## src/rtl/pll_lock_reset.sv

```systemverilog
// pll_lock_reset: reset sequencer fed by the board PLL lock signal.
// Synchronises lock_in into the clock domain, holds the downstream reset
// until lock has been stable for HOLD_CYCLES cycles, re-asserts it when lock
// is lost for DROP_CYCLES cycles, and keeps loss-of-lock statistics.
//
// Handshake note: this block has no valid/ready transfer interface. The
// `ready` output is a level that simply means "downstream logic is out of
// reset". It always equals ~rst_out.
module pll_lock_reset #(
  parameter int HOLD_CYCLES = 1024,
  parameter int DROP_CYCLES = 4
) (
  input  logic       clock,
  input  logic       reset,
  input  logic       lock_in,
  input  logic       clear_stat,
  output logic       rst_out,
  output logic       ready,
  output logic [7:0] lost_count,
  output logic       lost_sticky,
  output logic [1:0] state
);

  localparam int HW = (HOLD_CYCLES > 1) ? $clog2(HOLD_CYCLES) : 1;
  localparam int DW = (DROP_CYCLES > 1) ? $clog2(DROP_CYCLES) : 1;
  localparam logic [HW-1:0] HOLD_LAST = HW'(HOLD_CYCLES - 1);
  localparam logic [DW-1:0] DROP_LAST = DW'(DROP_CYCLES - 1);

  typedef enum logic [1:0] {
    ST_WAIT = 2'd0,
    ST_STAB = 2'd1,
    ST_RUN  = 2'd2,
    ST_LOST = 2'd3
  } state_t;

  state_t        r_state;
  logic          r_sync1;
  logic          r_lock_s;
  logic [HW-1:0] r_hold_cnt;
  logic [DW-1:0] r_drop_cnt;
  logic          r_rst_out;
  logic          r_ready;
  logic [7:0]    r_lost_count;
  logic          r_lost_sticky;
  logic          w_loss_event;

  // A loss event is the RUN -> LOST transition; the stats block keys off it.
  assign w_loss_event = (r_state == ST_RUN) && !r_lock_s && (r_drop_cnt == DROP_LAST);

  // Two-flop synchroniser for the asynchronous PLL lock signal.
  always_ff @(posedge clock) begin
    if (reset) begin
      r_sync1  <= 1'b0;
      r_lock_s <= 1'b0;
    end else begin
      r_sync1  <= lock_in;
      r_lock_s <= r_sync1;
    end
  end

  // Lock sequencing FSM; rst_out/ready are registered from the next state so
  // they change on the same edge as the state transition.
  always_ff @(posedge clock) begin
    if (reset) begin
      r_state    <= ST_WAIT;
      r_hold_cnt <= '0;
      r_drop_cnt <= '0;
      r_rst_out  <= 1'b1;
      r_ready    <= 1'b0;
    end else begin
      case (r_state)
        ST_WAIT: begin
          r_rst_out <= 1'b1;
          r_ready   <= 1'b0;
          if (r_lock_s) begin
            r_state    <= ST_STAB;
            r_hold_cnt <= '0;
          end
        end
        ST_STAB: begin
          if (!r_lock_s) begin
            // Any unlock during stabilisation restarts the full hold count.
            r_state    <= ST_WAIT;
            r_hold_cnt <= '0;
          end else if (r_hold_cnt == HOLD_LAST) begin
            r_state    <= ST_RUN;
            r_drop_cnt <= '0;
            r_rst_out  <= 1'b0;
            r_ready    <= 1'b1;
          end else begin
            r_hold_cnt <= r_hold_cnt + HW'(1);
          end
        end
        ST_RUN: begin
          if (r_lock_s) begin
            r_drop_cnt <= '0;
          end else if (r_drop_cnt == DROP_LAST) begin
            r_state   <= ST_LOST;
            r_rst_out <= 1'b1;
            r_ready   <= 1'b0;
          end else begin
            r_drop_cnt <= r_drop_cnt + DW'(1);
          end
        end
        ST_LOST: begin
          // One extra reset cycle so every loss yields at least two reset
          // cycles, even if lock has already come back.
          r_state   <= ST_WAIT;
          r_rst_out <= 1'b1;
          r_ready   <= 1'b0;
        end
        default: begin
          r_state   <= ST_WAIT;
          r_rst_out <= 1'b1;
          r_ready   <= 1'b0;
        end
      endcase
    end
  end

  // Loss statistics: a clear on the same edge as a loss is applied first,
  // so the event still registers (count 1, sticky set).
  always_ff @(posedge clock) begin
    if (reset) begin
      r_lost_count  <= 8'd0;
      r_lost_sticky <= 1'b0;
    end else begin
      if (clear_stat) begin
        r_lost_count  <= 8'd0;
        r_lost_sticky <= 1'b0;
      end
      if (w_loss_event) begin
        r_lost_sticky <= 1'b1;
        if (clear_stat) begin
          r_lost_count <= 8'd1;
        end else if (r_lost_count != 8'hFF) begin
          r_lost_count <= r_lost_count + 8'd1;
        end
      end
    end
  end

  assign rst_out     = r_rst_out;
  assign ready       = r_ready;
  assign lost_count  = r_lost_count;
  assign lost_sticky = r_lost_sticky;
  assign state       = r_state;

endmodule

```

## config.mk

```make
export PLATFORM = sky130hd
export DESIGN_NAME = pll_lock_reset
export DESIGN_NICKNAME = d
export VERILOG_FILES = /design/src/rtl/pll_lock_reset.sv
export SDC_FILE = /design/constraint.sdc
export NUM_CORES = 1
export LEC_CHECK = 0
export CORE_MARGIN = 8
export CORE_UTILIZATION = 54
export CTS_CLUSTER_SIZE = 12
export DETAILED_ROUTE_END_ITERATION = 10
export PLACE_DENSITY = 0.81
export SLEW_MARGIN = 15
export SYNTH_ARGS = -nofsm -noshare
export SYNTH_HDL_FRONTEND = slang
export SYNTH_SLANG_ARGS = --single-unit
```

## constraint.sdc

```tcl
create_clock -name clock -period 2.3 [get_ports clock]
set_input_delay 0.46 -clock clock [delete_from_list [all_inputs] [get_ports clock]]
set_output_delay 0.46 -clock clock [all_outputs]
set_load 0.005 [all_outputs]
```

==> metrics <==
status=complete, no violations; placed cells=between 150 and 200; met1 global-route usage=0.153; Crit. path cell count=1; Worst Path Max Fanout=10; worst reg2reg path depth=5; RSZ-0062 raised after global routing=false; core area=about 2400 sq um; post-cts sizing count=0; WL final=between 3000 and 4000 microns; clk sinks=27; Final Non-Filler Cells=approximately 200; Gate Count Post-Synth=approximately 150; fin nets=about 170; clock latency on the worst-skew pair=0.32 ns; CTS H-tree lvls=1; Worst slew margin=0.724; Cell Pwr Density=roughly 460 nW/um^2; largest net degree at the start of global routing=19; DRC=0; fin crit period=approximately 1.9 ns; Clock power frac=0.290; worst vdd ir=between 0.0003 and 0.0004 V; total CTS buffers=3; Top FF cell, synth=dfxtp_1; ANT cells=0; remaining global-route overflow=0; area delta synth->final=14.3%; share of the synthesized area in the top cell type=0.395; Crit path arrival time=roughly 1.5 ns; Synth area leaders=dfxtp_1 (40%), a21oi_1 (3.7%), nand3_1 (2.9%); vias in the first global route=around 1,200; Slew Limit Fails=0; sequential area share after synthesis=0.395; CTS max path bufs=2; final setup fails=0; number of flops mapped to enable cells by yosys=0; leak pwr=0.494 nW; cell family with most CP delay=flip-flops; # IOs=17; skew final=between 0.009 and 0.01 ns; busiest layer in global routing=met2; grt met3 use=0.0254; clock tree root driver cell=clkbuf_4; Core Util, Final=0.642; startpoint type of the worst setup path=flop; Worst path max stage delay=0.58 ns; met2 usage=0.265; routed len/inst=between 15 and 20 microns; share of layout cells above drive strength 1=0.0904; CTS hold repair buffers=0; placed cell areas=around 1500 sq um; Worst setup EP type=output port; setup_tns=0 ns; worst reg2reg endpoint=r_hold_cnt[2]$_SDFFE_PP0P_; initial antenna violation count=0; Synthesized Nets=between 150 and 200; Vias=~1,300; chip width=between 60 and 70 microns; Synth async-reset ratio=0; row count=18; unique cell type count in the Yosys netlist=a little under 50; CTS tree=yes; ANT nets after route=0; Yosys warning count=0; Tot Pwr=approximately 0.00072 W; initial drt markers=100; worst path bufs/invs=1; RR Startpoint=r_hold_cnt[0]$_SDFFE_PP0P_; commonest non-fill, non-tap cell in the layout=dfxtp_1; Worst setup endpoint=state[1]; Sw Share=0.232; crit-path cells=clkdlybuf4s50_1; Reg power frac=0.656; Final Cycle Share=0.844; net switching power=0.000168 W; setup bufs post-CTS=0; HP Start=rst_out$_SDFFE_PP1P_; Critical Path RT=~1.8 ns; syn_area_per_cell=8.94 sq um; number of max-cap violations=0; Setup Crit Path Kind=flop to output port; drt pass-1 iters=6; chip height=~66 microns; port bufs=16; Int Pwr=~0.00055 W; flop2flop setup slack=around 0.52 ns; Yosys reg bits=27; first-pass GRT wire length=~5100 microns; Gate power share=0.053; Starting Density=0.562; hold crit path type=flop to flop; Slew @ Worst Pin=~0.41 ns; Hold Vio Cnt, Final=0; vias per std cell=roughly 6.4; synthesized area=1370 sq um; gr usage total=0.141; Synth area leader=dfxtp_1; Post-Layout Inst Area=1560 sq um; clock slew at the register clock pins of the worst setup and hold paths=0.15 ns; GPL Wtd Cong=0.827; most frequent cells in the layout=dfxtp_1 (27), clkdlybuf4s50_1 (16), nand2_1 (10), nor2_1 (10), a21oi_1 (10); detailed placer's ending HPWL=about 2300 microns; Max Fclk=~520 MHz; Slowest-stage cell, CP=dfxtp_1; die area=roughly 4400 sq um
## registers in the layout, summed over array words and instances, names as in the netlist, named ones only
name,flops
r_hold_cnt,10
lost_count,8
r_drop_cnt,2
lost_sticky,1
r_lock_s,1
r_sync1,1
ready,1
rst_out,1
state,1
## stage by stage
stage          setup WS (ns)  hold WS [ns]
6_report               0.358         0.461
5_1_grt                0.275         0.474
4_1_cts                0.335         0.466
3_5_place_dp           0.515         0.435
3_3_place_gp           0.584         0.420
2_1_floorplan          0.690         0.414
## how the worst min path moves through the flow
stage,to,slack (ns),cells after the start
finish,rst_out$_SDFFE_PP1P_,0.46,2
detailed placement,rst_out$_SDFFE_PP1P_,0.43,2
floorplan,r_lock_s$_SDFF_PP0_,0.41,1
CTS,r_lock_s$_SDFF_PP0_,0.47,1
global placement,r_lock_s$_SDFF_PP0_,0.42,1
global route,r_lock_s$_SDFF_PP0_,0.47,1
## routing by layer
metal	wire [microns]	vias to the layer above
met1	1320	616
met2	1600	32
met3	158	4
met4	32	0
li1	-	605
met5	0	-
## power groups by stage
stage	logic [W]	clock network [W]	registers, W
2_1_floorplan	0.0000265	0	0.000483
4_1_cts	0.0000380	0.000216	0.000474
3_3_place_gp	0.0000369	0	0.000484
6_report	0.0000386	0.000210	0.000474
5_1_grt	0.0000416	0.000238	0.000475
3_5_place_dp	0.0000378	0	0.000484
## kinds of logic after synthesis
logic type / after synthesis / synth area share
compound gates: 38 / 0.209
simple gates: 68 / 0.296
fa+ha+maj: 3 / 0.0275
flops: 27 / 0.395
mux: 4 / 0.0302
buf+inv: 13 / 0.0430
## Yosys cell counts, types with 4 or more instances
cell type,instances
a21oi_1,10
nand3_1,8
nor3_1,8
nor2_1,10
nand2_1,10
nand4_1,4
nor2b_1,5
dfxtp_1,27
inv_1,5
## layout make-up
cell class / count / area, sq um
Fill cell: 201 / 870
Multi-Input combinational cell: 113 / 768
Sequential cell: 27 / 541
Timing Repair Buffer: 17 / 168
Tap cell: 30 / 37.5
Clock buffer: 3 / 22.5
Inverter: 5 / 18.8
Clock inverter: 1 / 7.51
## tightest hold or removal path: stages (launching register included)
cell     delay (ns)
dfxtp_1        0.34
nand2_1        0.05
nand2_1        0.05
No activity file was read; power rests on OpenSTA's default activity.
